<file path="src/rtl/seq_bcd_multiplier.sv">
`default_nettype none
// ============================================================================
// Module   : seq_bcd_multiplier
// Purpose  : Sequential unsigned shift-add multiplier followed by a
//            double-dabble binary-to-BCD converter. Start/busy/done
//            handshake; binary product and packed BCD digits held stable
//            between results.
// Revision : 1.0 - initial release
// ============================================================================
module seq_bcd_multiplier #(
  parameter int WIDTH  = 4,
  parameter int DIGITS = 3
) (
  input  logic                  clk,
  input  logic                  rst_n,
  input  logic                  start,
  input  logic [WIDTH-1:0]      x,
  input  logic [WIDTH-1:0]      y,
  output logic                  busy,
  output logic                  done,
  output logic [2*WIDTH-1:0]    product,
  output logic [4*DIGITS-1:0]   bcd
);

  localparam int PW = 2 * WIDTH;
  localparam int BW = 4 * DIGITS;
  localparam int CW = (PW > 2) ? $clog2(PW) : 1;

  // True when DIGITS decimal digits can represent the largest product.
  function automatic bit digits_fit();
    longint unsigned p10;
    longint unsigned maxp;
    p10  = 64'd1;
    maxp = (64'd1 << WIDTH) - 64'd1;
    maxp = maxp * maxp;
    for (int i = 0; i < DIGITS; i++) begin
      p10 = p10 * 64'd10;
    end
    return p10 > maxp;
  endfunction

  localparam bit DIGITS_OK = digits_fit();

  generate
    if (!DIGITS_OK) begin : g_bad_digits
      $error("seq_bcd_multiplier: DIGITS too small for (2^WIDTH-1)^2");
    end
  endgenerate

  typedef enum logic [1:0] {
    S_IDLE = 2'd0,
    S_MUL  = 2'd1,
    S_CONV = 2'd2,
    S_DONE = 2'd3
  } state_t;

  state_t          state_q;
  logic [PW-1:0]   mcand_q;    // multiplicand, shifts left during MUL
  logic [WIDTH-1:0] mplier_q;  // multiplier, shifts right during MUL
  logic [PW-1:0]   acc_q;      // product accumulator
  logic [PW-1:0]   bin_q;      // binary half of the double-dabble register
  logic [BW-1:0]   dd_q;       // BCD half of the double-dabble register
  logic [CW-1:0]   cnt_q;      // step counter shared by MUL and CONV
  logic            busy_q;
  logic            done_q;
  logic [PW-1:0]   product_q;
  logic [BW-1:0]   bcd_q;

  logic [PW-1:0]   acc_d;
  logic [BW-1:0]   dd_adj;
  logic [BW-1:0]   dd_d;
  logic [PW-1:0]   bin_d;

  // Shift-add step: add the aligned multiplicand when the multiplier LSB is set.
  always_comb begin
    acc_d = acc_q + (mplier_q[0] ? mcand_q : {PW{1'b0}});
  end

  // Double-dabble correction: nibbles of 5 or more get +3 before the shift.
  for (genvar i = 0; i < DIGITS; i++) begin : g_dd_adj
    assign dd_adj[4*i +: 4] = (dd_q[4*i +: 4] >= 4'd5) ? (dd_q[4*i +: 4] + 4'd3)
                                                       : dd_q[4*i +: 4];
  end

  // Shift the combined {BCD, binary} register left by one bit.
  always_comb begin
    dd_d  = {dd_adj[BW-2:0], bin_q[PW-1]};
    bin_d = {bin_q[PW-2:0], 1'b0};
  end

  // Control FSM with datapath registers and registered handshake outputs.
  always_ff @(posedge clk or negedge rst_n) begin
    if (!rst_n) begin
      state_q   <= S_IDLE;
      mcand_q   <= '0;
      mplier_q  <= '0;
      acc_q     <= '0;
      bin_q     <= '0;
      dd_q      <= '0;
      cnt_q     <= '0;
      busy_q    <= 1'b0;
      done_q    <= 1'b0;
      product_q <= '0;
      bcd_q     <= '0;
    end else begin
      done_q <= 1'b0;
      case (state_q)
        S_IDLE: begin
          if (start) begin
            mcand_q  <= {{WIDTH{1'b0}}, x};
            mplier_q <= y;
            acc_q    <= '0;
            cnt_q    <= '0;
            busy_q   <= 1'b1;
            state_q  <= S_MUL;
          end
        end
        S_MUL: begin
          acc_q    <= acc_d;
          mcand_q  <= mcand_q << 1;
          mplier_q <= mplier_q >> 1;
          if (cnt_q == CW'(WIDTH - 1)) begin
            // Seed the converter with the final accumulator value.
            cnt_q   <= '0;
            bin_q   <= acc_d;
            dd_q    <= '0;
            state_q <= S_CONV;
          end else begin
            cnt_q <= cnt_q + 1'b1;
          end
        end
        S_CONV: begin
          bin_q <= bin_d;
          dd_q  <= dd_d;
          if (cnt_q == CW'(PW - 1)) begin
            // Results are published on the edge that enters DONE.
            cnt_q     <= '0;
            product_q <= acc_q;
            bcd_q     <= dd_d;
            done_q    <= 1'b1;
            state_q   <= S_DONE;
          end else begin
            cnt_q <= cnt_q + 1'b1;
          end
        end
        S_DONE: begin
          busy_q  <= 1'b0;
          state_q <= S_IDLE;
        end
        default: begin
          busy_q  <= 1'b0;
          state_q <= S_IDLE;
        end
      endcase
    end
  end

  assign busy    = busy_q;
  assign done    = done_q;
  assign product = product_q;
  assign bcd     = bcd_q;

endmodule
`default_nettype wire

</file>
<file path="config.mk">
export PLATFORM = sky130hd
export DESIGN_NAME = seq_bcd_multiplier
export DESIGN_NICKNAME = d
export VERILOG_FILES = /design/src/rtl/seq_bcd_multiplier.sv
export SDC_FILE = /design/constraint.sdc
export NUM_CORES = 1
export LEC_CHECK = 0
export BUFFER_PORTS_ARGS = -buffer_cell sky130_fd_sc_hd__buf_2
export CAP_MARGIN = 5
export CORE_MARGIN = 5
export CORE_UTILIZATION = 59
export CTS_CLUSTER_SIZE = 24
export DETAILED_ROUTE_END_ITERATION = 6
export MAX_ROUTING_LAYER = met4
export PLACE_DENSITY = 0.76
export SLEW_MARGIN = 20
export SYNTH_ARGS = -nofsm -noshare
export SYNTH_HDL_FRONTEND = slang
export SYNTH_SLANG_ARGS = --single-unit
</file>
<file path="constraint.sdc">
create_clock -name clk -period 2.5 [get_ports clk]
set_input_delay 0.375 -clock clk [delete_from_list [all_inputs] [get_ports clk]]
set_output_delay 0.375 -clock clk [all_outputs]
set_load 0.005 [all_outputs]
</file>
==> results_tabular.tex <==
\begin{tabular}{lr}
\hline
Metric & Value \\
\hline
\multicolumn{2}{l}{\textbf{Final layout}} \\
\quad Share of cells above drive strength 1 & a little under a fifth \\
\quad Design Area, Final & $\sim$0.004 mm2 \\
\quad Fill count & $\sim$470 \\
\quad Antenna cell count & 0 \\
\quad Post-layout nets & approximately 430 \\
\quad Synth-to-Final Area Change & 13.6\% \\
\multicolumn{2}{l}{\textbf{Yosys}} \\
\quad Mapped cell area & between 0.003 and 0.004 mm2 \\
\quad Synthesis warning total & 0 \\
\quad Most common flop cell mapped by yosys & sky130\_fd\_sc\_hd\_\_dfrtp\_1 \\
\quad Synthesized net count & 394 \\
\quad Cell variety after synth & 44 \\
\quad Number of flops mapped to enable cells by yosys & 0 \\
\quad Count leader, synth & sky130\_fd\_sc\_hd\_\_dfrtp\_1 \\
\quad Mux contribution to synthesized area & under 10\% \\
\quad Share of the yosys chip area belonging to registers & 47.1\% \\
\quad Post-synthesis async set-or-reset flop share & 100\% \\
\quad Top cells by area, synth & sky130\_fd\_sc\_hd\_\_dfrtp\_1, sky130\_fd\_sc\_hd\_\_ha\_1, sky130\_fd\_sc\_hd\_\_nand2\_1 \\
\quad Post-Synth Simple-Gate Area & 14.3\% \\
\quad Main combinational cell family by area after synthesis & compound AO/OA/AOI/OAI gates \\
\quad Cell count after synthesis & 360 \\
\quad Area fraction in compound gates after synthesis & a little under a fifth \\
\quad Average size of a mapped cell & approximately 9.9 um2 \\
\quad Post-synth top cells & sky130\_fd\_sc\_hd\_\_dfrtp\_1, sky130\_fd\_sc\_hd\_\_nand2\_1, sky130\_fd\_sc\_hd\_\_o21ai\_0 \\
\quad FF+latch count, synth & between 60 and 70 \\
\quad Library cell occupying the most area in the post-synthesis netlist & sky130\_fd\_sc\_hd\_\_dfrtp\_1 \\
\quad Synth top area share & a little under half \\
\quad Post-Synth XOR/XNOR Area & around 2.5\% \\
\quad Share of synthesized cell area in full adder, half adder and majority cells & 8.30\% \\
\multicolumn{2}{l}{\textbf{Pwr}} \\
\quad Max rail drop VDD & just under 900 uV \\
\quad Total power & approximately 4.8 mW \\
\quad Power per Cell Area & approximately 1200 mW/mm2 \\
\quad Leakage component of the power & $\sim$2.0 nW \\
\multicolumn{2}{l}{\textbf{STA}} \\
\quad Final period demand of the worst path & $\sim$2.4 ns \\
\quad Fin. max-slew vios & 0 \\
\quad Setup clock skew after layout & 0.00565 ns \\
\quad Worst-Margin Slew & roughly 0.53 ns \\
\quad Share of the clock period used by the worst path after layout & between 90\% and 100\% \\
\quad Timing-limited maximum frequency & approximately 420 MHz \\
\quad Final Hold Violating Endpoints & 0 \\
\quad Sum Neg Setup Slack & 0 ns \\
\quad Unrepaired setup endpoints after global routing & no \\
\quad Relative slew slack & $\sim$65\% \\
\quad Number of setup violations in the final report & 0 \\
\quad WHS & 0.00852 ns \\
\multicolumn{2}{l}{\textbf{Global route}} \\
\quad Pin count of the biggest net entering global routing & between 40 and 50 \\
\quad Global-route wire length before repair & 13100 um \\
\quad GRT Overall Usage & approximately 22\% \\
\quad Total global routing overflow & 0 \\
\quad Antenna violations before repair & 0 \\
\quad Via count of the first global-routing pass & 2794 \\
\multicolumn{2}{l}{\textbf{Flow run}} \\
\quad Maximum Capacitance Violations & 0 \\
\multicolumn{2}{l}{\textbf{Clocking}} \\
\quad TritonCTS clock tree & yes \\
\quad Source-to-sink clock delay at the later pin of the worst-skew pair & 0.34 ns \\
\quad Number of buffers created by CTS & 9 \\
\quad Reg clk slew, reported paths & roughly 0.070 ns \\
\quad Number of buffers added to fix hold violations after cts & 0 \\
\quad CTS sink cnt & 67 \\
\quad Clock tree buffer depth & 2 \\
\quad Maximum level of the CTS H-tree & 3 \\
\quad Clock root buffer & sky130\_fd\_sc\_hd\_\_clkbuf\_8 \\
\multicolumn{2}{l}{\textbf{Drt}} \\
\quad Via count & approximately 2.8k \\
\quad Violation count after the first detailed-routing iteration & 123 \\
\quad Detailed Routing Iterations Pass 1 & 4 \\
\quad Per-cell via count in the routed design & slightly below 6 \\
\quad DR WL/cell & $\sim$16 um \\
\quad Post-route DRC violation count & 0 \\
\quad Antenna viol nets, final & 0 \\
\quad Total routed wirelength & around 7500 um \\
\multicolumn{2}{l}{\textbf{Critical path}} \\
\quad Slowest stage delay, CP & 0.44 ns \\
\quad Critical path origin & mcand\_q[0] \\
\quad Startpoint of the worst register-to-register path & mcand\_q[0] \\
\quad Type of the worst setup path & reg2reg \\
\quad Largest fanout on the critical path & 4 \\
\quad Crit path max-delay cell type & sky130\_fd\_sc\_hd\_\_fa\_1 \\
\quad Data required time at the worst endpoint & 2.76 ns \\
\quad Arrival time of the worst setup path & around 2.6 ns \\
\quad Crit path cell chain & and2\_1 -> ha\_1 -> fa\_1 -> a211oi\_1 -> o21bai\_1 -> a21oi\_2 -> mux2\_2 -> nor3\_2 \\
\quad CP endpoint kind & flop \\
\quad Worst Setup Start Kind & flop \\
\multicolumn{2}{l}{\textbf{Die}} \\
\quad Standard cell core area & 0.00589 mm2 \\
\quad Die Span X & roughly 90 um \\
\quad Starting Density & between 60 and 70\% \\
\quad I/O pins & 33 \\
\quad Die area & just under 0.008 mm2 \\
\quad Total number of placement rows & 28 \\
\quad Die span in y & about 90 um \\
\multicolumn{2}{l}{\textbf{Place}} \\
\quad GP Congestion & 0.834 \\
\quad DP Area & roughly 0.0038 mm2 \\
\quad Placed wire-length estimate after detailed placement & $\sim$5300 um \\
\quad Port Buffer Count & 32 \\
\multicolumn{2}{l}{\textbf{Hold path}} \\
\quad Tightest Hold Check Type & in2async \\
\multicolumn{2}{l}{\textbf{Run status}} \\
\quad Status & finished clean \\
\hline
\end{tabular}
[flip-flops by register name, summed over array words and instances, names as in the netlist]
signal	count
state_q	2
acc_q	8
busy	1
bin_q	8
mplier_q	4
bcd	12
cnt_q	3
done	1
dd_q	12
product	8
mcand_q	8
[what timing repair did]
item / in CTS / in global routing
endpoints found under the hold margin: 0 / 0
resized for setup: 0 / 1
setup endpoints to repair: 0 / 1
buffers inserted: 0 / 0
[per-layer routing]
layer  vias to the layer above  GRT usage, %  wire (um)
li1                       1352             -          -
met1                      1350          31.3       3600
met2                        68          33.2       3430
met3                        16          2.82        299
met4                         0          9.21        177
met5                         -             -          0
[where the power goes]
| group | leakage [nW] | internal (mW) | total [mW] | switching (mW) |
|---|---|---|---|---|
| registers | 0.845 | 1.40 | 1.67 | 0.270 |
| clock network | 0.0995 | 0.509 | 0.903 | 0.394 |
| logic | 1.02 | 0.965 | 2.27 | 1.31 |
[worst paths after layout]
| kind | slack [ns] | depth (start not counted) | endpoint |
|---|---|---|---|
| min in group clk | 0.30 | 2 | mplier_q[3] |
| max in group asynchronous | 1.87 | 2 | dd_q[4] |
| setup / recovery | 0.12 | 8 | bin_q[6] |
| hold / removal | 0.009 | 1 | product[6] |
| hold reg to reg | 0.47 | 2 | bcd[1] |
| setup reg to reg | 0.12 | 8 | bin_q[6] |
[cell usage in the layout (no fill, tap or decap), types with 2 or more instances in the layout]
master and instances:
sky130_fd_sc_hd__ha_1 22, sky130_fd_sc_hd__a31oi_1 3, sky130_fd_sc_hd__o21ai_1 2, sky130_fd_sc_hd__buf_2 32, sky130_fd_sc_hd__clkbuf_1 2, sky130_fd_sc_hd__a22o_1 7, sky130_fd_sc_hd__a21oi_1 27, sky130_fd_sc_hd__mux2i_1 7
sky130_fd_sc_hd__nor2_1 12, sky130_fd_sc_hd__nor3_2 2, sky130_fd_sc_hd__nor2b_1 2, sky130_fd_sc_hd__o21ai_0 35, sky130_fd_sc_hd__a221o_1 2, sky130_fd_sc_hd__and2_1 8, sky130_fd_sc_hd__nor3_1 6, sky130_fd_sc_hd__xnor2_1 6
sky130_fd_sc_hd__o22ai_1 11, sky130_fd_sc_hd__clkbuf_8 11, sky130_fd_sc_hd__xor2_1 4, sky130_fd_sc_hd__buf_4 10, sky130_fd_sc_hd__a21o_1 4, sky130_fd_sc_hd__nand2_1 51, sky130_fd_sc_hd__nand2b_1 5, sky130_fd_sc_hd__o221ai_1 3
sky130_fd_sc_hd__inv_1 13, sky130_fd_sc_hd__nor3b_1 5, sky130_fd_sc_hd__nand3_1 2, sky130_fd_sc_hd__and3_1 6, sky130_fd_sc_hd__mux2_2 14, sky130_fd_sc_hd__a211oi_1 2, sky130_fd_sc_hd__o311ai_0 2, sky130_fd_sc_hd__dfrtp_1 67
[cell type report]
| type | instances | area (um2) | share of cell area, % |
|---|---|---|---|
| clock buffers | 13 | 159 | 3.93 |
| well taps | 75 | 93.8 | 2.32 |
| clock inverters | 2 | 35.0 | 0.867 |
| repair buffers | 43 | 255 | 6.32 |
| inverters | 14 | 52.6 | 1.30 |
| multi-input cells | 264 | 1770 | 43.8 |
| flip-flops and latches | 67 | 1680 | 41.5 |
[cells by family (layout without fill, tap and decap cells)]
family          Yosys count  count (layout)
simple gates            104             104
compound gates          106             106
mux                      21              21
fa+ha+maj                23              23
flops                    67              67
xor+xnor                 10              10
buf+inv                  29              72
[through the flow]
| step | std cells | util (%) | worst slack [ns] |
|---|---|---|---|
| finish | 478 | 68.7 | 0.119 |
| CTS | 478 | 68.6 | 0.0851 |
| global route | 478 | 68.7 | 0.00674 |
| detailed placement | 463 | 65.3 | 0.126 |
| floorplan | 360 | - | 0.236 |
| global placement | 463 | 65.3 | 0.179 |
[critical path, delay by kind of cell, from the launching register on]
| family | cells | cell delay (ns) |
|---|---|---|
| AO/OA/AOI/OAI | 3 | 0.57 |
| adder cells (fa/ha/maj) | 2 | 0.66 |
| flip-flops | 1 | 0.40 |
| multiplexers | 1 | 0.36 |
| AND/OR/NAND/NOR | 2 | 0.31 |
Note: power is estimated with default switching activity, not from simulation.
